**src/rtl/toggle_cover_scheduler.sv**
```systemverilog
`default_nettype none
// ============================================================================
// Module   : toggle_cover_scheduler
// Purpose  : Collects first hits of a WIDTH-bit toggle-coverage vector into a
//            sticky bitmap. Each new hit is queued and drained one report per
//            handshake, lowest bit first, as an absolute cover index. Every
//            point is reported exactly once per clear epoch.
// Ports    : clock         - rising-edge clock
//            reset         - asynchronous active-low reset
//            valid         - per-bit toggle hits, sampled every edge
//            clear         - synchronous epoch clear (sticky + pending)
//            out_valid     - report available
//            out_ready     - consumer accepts the report
//            out_index     - COVER_INDEX + bit of the current report
//            hit_count     - distinct bits seen in the current epoch
//            pending_empty - nothing queued and no report outstanding
//            all_covered   - every bit seen in the current epoch
// Revision : 1.0 - initial release
// ============================================================================
module toggle_cover_scheduler #(
  parameter int          WIDTH       = 83,
  parameter int unsigned COVER_INDEX = 0,
  parameter int unsigned COVER_TOTAL = 38253,
  parameter int          CNT_W       = $clog2(WIDTH + 1)
) (
  input  logic              clock,
  input  logic              reset,
  input  logic [WIDTH-1:0]  valid,
  input  logic              clear,
  output logic              out_valid,
  input  logic              out_ready,
  output logic [63:0]       out_index,
  output logic [CNT_W-1:0]  hit_count,
  output logic              pending_empty,
  output logic              all_covered
);

  localparam int IDX_W = (WIDTH > 1) ? $clog2(WIDTH) : 1;

  // Configuration sanity check: the group must fit inside the cover space.
  if ((64'(COVER_INDEX) + 64'(WIDTH) > 64'(COVER_TOTAL)) || (WIDTH < 1)) begin : g_cfg_error
    $error("toggle_cover_scheduler: COVER_INDEX + WIDTH exceeds COVER_TOTAL or WIDTH < 1");
  end

  logic [WIDTH-1:0] seen;
  logic [WIDTH-1:0] pending;

  logic [WIDTH-1:0] base;
  logic [WIDTH-1:0] new_hits;
  logic [WIDTH-1:0] seen_next;
  logic [WIDTH-1:0] pending_next;
  logic [WIDTH-1:0] load_mask;
  logic [IDX_W-1:0] low_idx;
  logic             low_found;
  logic             slot_free;
  logic             load;
  logic [CNT_W-1:0] new_cnt;
  logic [CNT_W-1:0] hit_next;
  logic [63:0]      index_next;

  // Lowest set pending bit. Scanning downward lets the last match win, which
  // is the lowest index, without needing an early exit.
  always_comb begin
    low_idx   = '0;
    low_found = 1'b0;
    for (int i = WIDTH - 1; i >= 0; i--) begin
      if (pending[i]) begin
        low_idx   = IDX_W'(i);
        low_found = 1'b1;
      end
    end
  end

  // The loader works from the registered pending set only, so hits arriving
  // this cycle become reportable one cycle later. clear does not gate the
  // loader: a bit loaded in the clear cycle is still reported.
  assign slot_free = !out_valid || out_ready;
  assign load      = slot_free && low_found;
  assign load_mask = load ? (WIDTH'(1) << low_idx) : '0;

  assign base         = clear ? '0 : seen;
  assign new_hits     = valid & ~base;
  assign seen_next    = base | valid;
  assign pending_next = ((clear ? '0 : pending) & ~load_mask) | new_hits;
  assign index_next   = 64'(COVER_INDEX) + 64'(low_idx);

  always_comb begin
    new_cnt = '0;
    for (int i = 0; i < WIDTH; i++) begin
      new_cnt = new_cnt + CNT_W'(new_hits[i]);
    end
  end

  // hit_count never exceeds WIDTH, so CNT_W bits cannot overflow.
  assign hit_next = (clear ? '0 : hit_count) + new_cnt;

  always_ff @(posedge clock or negedge reset) begin
    if (!reset) begin
      seen      <= '0;
      pending   <= '0;
      hit_count <= '0;
      out_valid <= 1'b0;
      out_index <= '0;
    end else begin
      seen      <= seen_next;
      pending   <= pending_next;
      hit_count <= hit_next;
      if (slot_free) begin
        out_valid <= low_found;
        if (low_found) begin
          out_index <= index_next;
        end
      end
    end
  end

  assign pending_empty = (pending == '0) && !out_valid;
  assign all_covered   = &seen;

`ifndef SYNTHESIS
  // A stalled report must not change under the consumer.
  a_stall_stable : assert property (
    @(posedge clock) disable iff (!reset)
    (out_valid && !out_ready) |=> (out_valid && $stable(out_index))
  );
`endif

endmodule
`default_nettype wire

```
**config.mk**
```make
export PLATFORM = sky130hd
export DESIGN_NAME = toggle_cover_scheduler
export DESIGN_NICKNAME = d
export VERILOG_FILES = /design/src/rtl/toggle_cover_scheduler.sv
export SDC_FILE = /design/constraint.sdc
export NUM_CORES = 1
export LEC_CHECK = 0
export CAP_MARGIN = 20
export CORE_MARGIN = 5
export CORE_UTILIZATION = 56
export DETAILED_ROUTE_END_ITERATION = 7
export MAX_ROUTING_LAYER = met4
export PLACE_DENSITY_LB_ADDON = 0.25
export SYNTH_ARGS = -nofsm -noshare
export SYNTH_HDL_FRONTEND = slang
export SYNTH_SLANG_ARGS = --single-unit
```
**constraint.sdc**
```tcl
create_clock -name clock -period 8.5 [get_ports clock]
set_input_delay 1.275 -clock clock [delete_from_list [all_inputs] [get_ports clock]]
set_output_delay 1.275 -clock clock [all_outputs]
set_load 0.02 [all_outputs]
```
Word-level counts from Yosys, hierarchy flattened
Index checks and enable logic that the tools add are counted.
{"block": "totals", "ff_bits": 181, "inputBits": 87, "out_inout_bits": 74, "elab_cells": 272}
{"block": "op_classes", "addsub": 83, "n_shift": 1, "n_mux": 170, "n_bitwise": 6, "reduce_logical": 7}
{"op": "$mux W7", "n": 84}
{"op": "$add A7 B1 Y7", "n": 76}
{"op": "$mux W83", "n": 3}
{"op": "$and A83 B83 Y83", "n": 2}
{"op": "$not A83 Y83", "n": 2}
{"op": "$or A83 B83 Y83", "n": 2}
{"op": "$logic_not A83 Y1", "n": 1}
{"op": "$mux W1", "n": 83}
{"op": "$reduce_and A83 Y1", "n": 1}
{"op": "$shl A1 B7 Y83 const A", "n": 1}
{"op": "$add A6 B1 Y7", "n": 1}
{"op": "$add A7 B7 Y7", "n": 1}
{"op": "$add A5 B1 Y6", "n": 1}
{"op": "$add A4 B1 Y5", "n": 1}
{"op": "$add A3 B1 Y4", "n": 1}
{"op": "$add A2 B1 Y3", "n": 1}
{"op": "$add A1 B1 Y2", "n": 1}
{"op": "$logic_and A1 B1 Y1", "n": 2}
{"op": "$reduce_and A2 Y1", "n": 1}
{"op": "$logic_not A1 Y1", "n": 1}
{"op": "$logic_or A1 B1 Y1", "n": 1}

Longest topological paths before layout
{"block": "logic_depth", "ltp_word": 88, "ltp_mapped": 30, "ltp_nobuf": 28}

Least setup slack after synthesis
No wires, ideal clock.
{"block": "synth_path", "path_kind": "input to register", "from": "input port clear", "to": "register hit_count[6]", "setup_time_ns": 0.125, "arrival_ns": 7.838, "required_time_ns": 8.375, "path_slack_ns": 0.537, "cell_stages": 28, "n_path_buf": 2, "path_cell_list": "inv_2 > clkbuf_1 > buf_1 > nand2_1 > nand2_1 > fa_1 > inv_1 > fa_1 > fa_1 > inv_1 > fa_1 > fa_1 > inv_1 > fa_1 > fa_1 > inv_1 > fa_1 > fa_1 > inv_1 > ha_1 > inv_1 > fa_1 > inv_1 > a21oi_1 > o21bai_1 > a21o_1 > a21oi_1 > xnor2_1"}
{"block": "synth_via", "elab_chain_cells": 86, "word_cells_on_any_way": 87, "classes_between": "add/sub: 83; mux: 2; bitwise: 2"}
{"item": "start, declared", "line": "29", "text": "input logic clear,"}
{"item": "$mux W83", "line": "81", "text": "assign base = clear ? '0 : seen;"}
{"item": "$not A83 Y83", "line": "82", "text": "assign new_hits = valid & ~base;"}
{"item": "$and A83 B83 Y83", "line": "82"}
{"item": "$add A1 B1 Y2", "line": "90", "text": "new_cnt = new_cnt + CNT_W'(new_hits[i]);"}
{"item": "$add A2 B1 Y3", "line": "90"}
{"item": "$add A3 B1 Y4", "line": "90"}
{"item": "$add A4 B1 Y5", "line": "90"}
{"item": "$add A5 B1 Y6", "line": "90"}
{"item": "$add A6 B1 Y7", "line": "90"}
{"item": "$add A7 B1 Y7 (76 in a row)", "line": "90"}
{"item": "$add A7 B7 Y7 (*)", "line": "95", "text": "assign hit_next = (clear ? '0 : hit_count) + new_cnt;"}
{"item": "via hit_next[6]", "line": "58", "text": "logic [CNT_W-1:0] hit_next;"}
{"item": "end signal, assigned", "line": "107", "text": "hit_count <= hit_next;"}
{"item": "end, declared", "line": "33", "text": "output logic [CNT_W-1:0] hit_count,"}
The timed path passes the listed nets; every way through them passes the cells marked *.
A chain may end at the register's enable or synchronous reset.

Final worst setup path
Ends and elaborated chain as after synthesis.

==> impl_metrics.prom <==
# TYPE chip_impl_metric gauge
chip_impl_info{name="run_status",value="complete, no violations"} 1
chip_impl_metric{name="synth_edf_count",unit=""} 0
chip_impl_metric{name="coreArea",unit="µm²"} 21100
chip_impl_metric{name="synth.yosys.seq_area_share",unit="%"} 37.6
chip_impl_metric{name="pre_cts_slack",unit="ps"} -93.1
chip_impl_info{name="rsz0062_at_grt",value="no"} 1
chip_impl_metric{name="setup_viol",unit=""} 0
chip_impl_metric{name="timing.final.ws_setup",unit="ps"} 342
chip_impl_info{name="layout_commonest_cell",value="sky130_fd_sc_hd__dfrtp_1"} 1
chip_impl_metric{name="routed_via_density",unit=""} 6.19
chip_impl_metric{name="skew",unit="ps"} 16.2
chip_impl_metric{name="h_tree_lvl_count",unit=""} 4
chip_impl_metric{name="synth_cell_types",unit=""} 78
chip_impl_metric{name="synthesis.area_per_instance",unit="µm²"} 9.33
chip_impl_metric{name="place_congestion",unit=""} 1.05
chip_impl_metric{name="worst_case_headroom_to_the_max_slew_limit",unit="%"} 22.7
chip_impl_metric{name="met3_usage",unit="%"} 8.49
chip_impl_metric{name="internal_power",unit="mW"} 3.89
chip_impl_metric{name="switching_share",unit="%"} 44.7
chip_impl_info{name="critical_path_class",value="primary input to register"} 1
chip_impl_metric{name="critical_path_arrival",unit="ps"} 8490
chip_impl_metric{name="die_area",unit="µm²"} 24600
chip_impl_metric{name="port_buffers",unit=""} 103
chip_impl_metric{name="seq_cell_area",unit="µm²"} 4530
chip_impl_metric{name="post_cts_hold_buffer_count",unit=""} 0
chip_impl_metric{name="cell_count_post_placement",unit=""} 1693
chip_impl_metric{name="grt_remaining_overflow",unit=""} 0
chip_impl_metric{name="route.final.wire_length",unit="µm"} 39900
chip_impl_metric{name="gr-usage-all-layers",unit="%"} 33.7
chip_impl_metric{name="yosysWarnings",unit=""} 0
chip_impl_metric{name="seqPwrFrac",unit="%"} 16.8
chip_impl_metric{name="wire_length_of_the_first_global_routing_pass",unit="µm"} 60400
chip_impl_metric{name="cell_count_final_fillers_out",unit=""} 1728
chip_impl_metric{name="layout.cell_area.non_filler",unit="µm²"} 14200
chip_impl_metric{name="tritoncts.num_buffers",unit=""} 17
chip_impl_metric{name="finalHoldViolations",unit=""} 0
chip_impl_metric{name="synthArstFlopShare",unit="%"} 100
chip_impl_metric{name="timing.fmax",unit="MHz"} 123
chip_impl_info{name="worst_path_max_delay_cell",value="sky130_fd_sc_hd__fa_1"} 1
chip_impl_info{name="commonest_cells_after_routing_fill_and_taps_aside",value="sky130_fd_sc_hd__dfrtp_1 (181), sky130_fd_sc_hd__nand2_1 (178), sky130_fd_sc_hd__inv_1 (120), sky130_fd_sc_hd__clkdlybuf4s50_1 (102), sky130_fd_sc_hd__nand2b_1 (90)"} 1
chip_impl_metric{name="postCtsResizedCells",unit=""} 0
chip_impl_metric{name="post_layout_minimum_cycle_time",unit="ps"} 8160
chip_impl_info{name="grt_most_used_layer",value="met2"} 1
chip_impl_metric{name="grt_util_met1",unit="%"} 46.4
chip_impl_metric{name="pin_count",unit=""} 161
chip_impl_metric{name="cp.required",unit="ps"} 8830
chip_impl_metric{name="post-cts-setup-buffer-count",unit=""} 0
chip_impl_metric{name="multi_input_gate_area_in_the_final_layout",unit="µm²"} 6710
chip_impl_metric{name="power.share.clock",unit="%"} 12.0
chip_impl_info{name="cell_mode_on_critical_path",value="sky130_fd_sc_hd__fa_1"} 1
chip_impl_metric{name="routedWlPerCell",unit="µm"} 23.1
chip_impl_metric{name="power_per_cell_area",unit="nW/µm²"} 496
chip_impl_info{name="cts.root.buffer_cell",value="sky130_fd_sc_hd__clkbuf_16"} 1
chip_impl_info{name="synth_top_flop_cell",value="sky130_fd_sc_hd__dfrtp_1"} 1
chip_impl_info{name="cts_tree",value="built"} 1
chip_impl_metric{name="antenna_violations_before_repair",unit=""} 1
chip_impl_metric{name="fp-row-count",unit=""} 53
chip_impl_metric{name="detailedRoute.firstPassIterationCount",unit=""} 5
chip_impl_metric{name="drive_gt1_share",unit="%"} 8.88
chip_impl_info{name="setup.worst_path.end_class",value="register"} 1
chip_impl_metric{name="initial_utilization",unit="%"} 57.1
chip_impl_metric{name="peakVddDrop",unit="mV"} 2.19
chip_impl_info{name="type_of_element_launching_the_critical_path",value="primary input"} 1
chip_impl_metric{name="finalSetupTns",unit="ps"} 0
chip_impl_metric{name="cp_max_fo",unit=""} 30
chip_impl_info{name="hold_path.class",value="register to register"} 1
chip_impl_metric{name="cts_num_sinks",unit=""} 181
chip_impl_metric{name="power_switching",unit="mW"} 3.15
chip_impl_metric{name="cts.reportedPaths.clkPinSlew",unit="ps"} 80
chip_impl_metric{name="period_share",unit="%"} 96.0
chip_impl_metric{name="clock_latency",unit="ps"} 450
chip_impl_metric{name="post_dp_cell_area",unit="µm²"} 13600
chip_impl_metric{name="least_margin_pin_slew",unit="ps"} 1160
chip_impl_metric{name="syn-instance-count",unit=""} 1292
chip_impl_metric{name="grt_start_max_net_pins",unit=""} 105
chip_impl_metric{name="area.growth.synth_to_final",unit="%"} 17.9
chip_impl_metric{name="drv_slew",unit=""} 0
chip_impl_metric{name="die_y",unit="µm"} 157
chip_impl_metric{name="finalCoreUtilization",unit="%"} 67.4
chip_impl_metric{name="detailroute.via_count",unit=""} 10700
chip_impl_metric{name="postSynthRegisterBits",unit=""} 181
chip_impl_metric{name="synth_area",unit="µm²"} 12100
chip_impl_metric{name="die-width",unit="µm"} 157
chip_impl_metric{name="maximum_capacitance_violations",unit=""} 0
chip_impl_metric{name="via_count_of_the_first_global_routing_pass",unit=""} 10200
chip_impl_metric{name="cpPeakStageDelay",unit="ps"} 560
chip_impl_metric{name="comb_power_share",unit="%"} 71.2
chip_impl_metric{name="final_net_count",unit=""} 1627
chip_impl_metric{name="cts.path.max_buffers",unit=""} 2
chip_impl_metric{name="drtIter0Drc",unit=""} 1429
chip_impl_metric{name="leakage_power_summed_over_all_cells",unit="nW"} 6.37
chip_impl_metric{name="detailed_place_hpwl",unit="µm"} 31100
chip_impl_metric{name="num-fill-cells",unit=""} 1685
chip_impl_metric{name="drc",unit=""} 0
chip_impl_metric{name="ant_nets",unit=""} 0
chip_impl_metric{name="m2_gr_usage",unit="%"} 48.9
metrics by stage:
step | power [mW] | hold slack [ps]
floorplan | 4.76 | 466
global placement | 6.05 | 462
detailed placement | 6.13 | 465
CTS | 7.05 | 482
global route | 7.77 | 518
finish | 7.05 | 477
power groups by stage:
stage / logic, mW / clock network, mW / registers (mW)
4_1_cts: 5.04 / 0.843 / 1.17
3_5_place_dp: 4.94 / 0 / 1.19
2_1_floorplan: 3.60 / 0 / 1.16
3_3_place_gp: 4.87 / 0 / 1.19
6_report: 5.02 / 0.845 / 1.18
5_1_grt: 5.71 / 0.881 / 1.19
synth_stat cells, types with 3 or more instances:
cell / number / area [µm²]
sky130_fd_sc_hd__clkbuf_1: 25 / 93.8
sky130_fd_sc_hd__nand3_1: 6 / 30.0
sky130_fd_sc_hd__a41oi_2: 4 / 65.1
sky130_fd_sc_hd__a2bb2oi_1: 4 / 35.0
sky130_fd_sc_hd__or4_1: 13 / 97.6
sky130_fd_sc_hd__and3_1: 11 / 68.8
sky130_fd_sc_hd__ha_1: 27 / 338
sky130_fd_sc_hd__nor2b_1: 19 / 119
sky130_fd_sc_hd__a31o_2: 3 / 26.3
sky130_fd_sc_hd__nor4_1: 34 / 213
sky130_fd_sc_hd__xnor2_1: 8 / 70.1
sky130_fd_sc_hd__dfrtp_1: 181 / 4530
sky130_fd_sc_hd__buf_4: 57 / 428
sky130_fd_sc_hd__a41oi_1: 17 / 149
sky130_fd_sc_hd__a21oi_1: 87 / 435
sky130_fd_sc_hd__o21ai_0: 22 / 110
sky130_fd_sc_hd__nor3_1: 29 / 145
sky130_fd_sc_hd__a22oi_1: 35 / 263
sky130_fd_sc_hd__or3_1: 6 / 37.5
sky130_fd_sc_hd__a2111oi_0: 3 / 26.3
sky130_fd_sc_hd__buf_1: 3 / 11.3
sky130_fd_sc_hd__fa_1: 74 / 1480
sky130_fd_sc_hd__nor3b_2: 5 / 62.6
sky130_fd_sc_hd__o21ai_1: 4 / 20.0
sky130_fd_sc_hd__nor3b_1: 7 / 52.6
sky130_fd_sc_hd__a31oi_1: 30 / 188
sky130_fd_sc_hd__o21bai_1: 7 / 52.6
sky130_fd_sc_hd__buf_2: 7 / 35.0
sky130_fd_sc_hd__and2_1: 26 / 163
sky130_fd_sc_hd__nand4_1: 28 / 175
sky130_fd_sc_hd__o21a_1: 4 / 30.0
sky130_fd_sc_hd__o31ai_1: 4 / 30.0
sky130_fd_sc_hd__inv_1: 120 / 450
sky130_fd_sc_hd__nor2_1: 49 / 184
sky130_fd_sc_hd__a211oi_1: 6 / 45.0
sky130_fd_sc_hd__nand2b_1: 90 / 563
sky130_fd_sc_hd__or4_4: 3 / 33.8
sky130_fd_sc_hd__nand2_1: 178 / 668
sky130_fd_sc_hd__a221oi_1: 3 / 26.3
sky130_fd_sc_hd__o211ai_1: 6 / 45.0
per-layer routing:
metal  share of wire, %  routed length, µm  up-vias
li1                   -                  -     4693
met1                 40              15900     5237
met2                 44              17700      678
met3                 12               4860       86
met4                3.8               1510        0
met5                  0                  0        -
path summary, 6_finish.rpt:
path                         startpoint            to  slack [ps]  cells past startpoint
setup / recovery                  clear  hit_count[6]         340                     29
hold / removal             out_index[5]  out_index[5]         480                      2
setup reg to reg               seen[51]  hit_count[6]        1540                     27
hold reg to reg            out_index[5]  out_index[5]         480                      2
max in group asynchronous         reset      seen[69]        6370                      3
min in group asynchronous         reset   pending[72]         940                      1
flip-flops by register name, indices dropped and copies added (netlist names):
signal	cells
seen	83
pending	83
hit_count	7
out_index	7
out_valid	1
worst max-delay path: cells and delay by family:
family                     cells  cell delay, ps
AOI/OAI and AO/OA              4             460
xor gates and xnor gates       1             120
adders and majority gates     11            5090
buffers and inverters         11            1390
and+or+nand+nor                2             150
layout make-up:
type                    count  share of cell area, %
multi-input cells         952                   47.2
flip-flops and latches    181                   31.9
repair buffers            166                   10.9
inverters                 121                   3.21
clock buffers              19                   3.19
well taps                 275                   2.42
clock inverters            13                   1.14
diodes                      1                 0.0176
cell families (layout without fill, tap and decap cells):
| family | count (synthesis) | in the layout | share of synthesized area, % |
|---|---|---|---|
| AND/OR/NAND/NOR | 519 | 519 | 23.0 |
| flip-flops | 181 | 181 | 37.6 |
| other | 1 | 58 | 0.0311 |
| AO/OA/AOI/OAI | 266 | 266 | 15.0 |
| buffers and inverters | 215 | 319 | 8.67 |
| adder cells (fa/ha/maj) | 101 | 101 | 15.1 |
| XOR/XNOR | 9 | 9 | 0.654 |
Power figures use the tool's default switching activity.
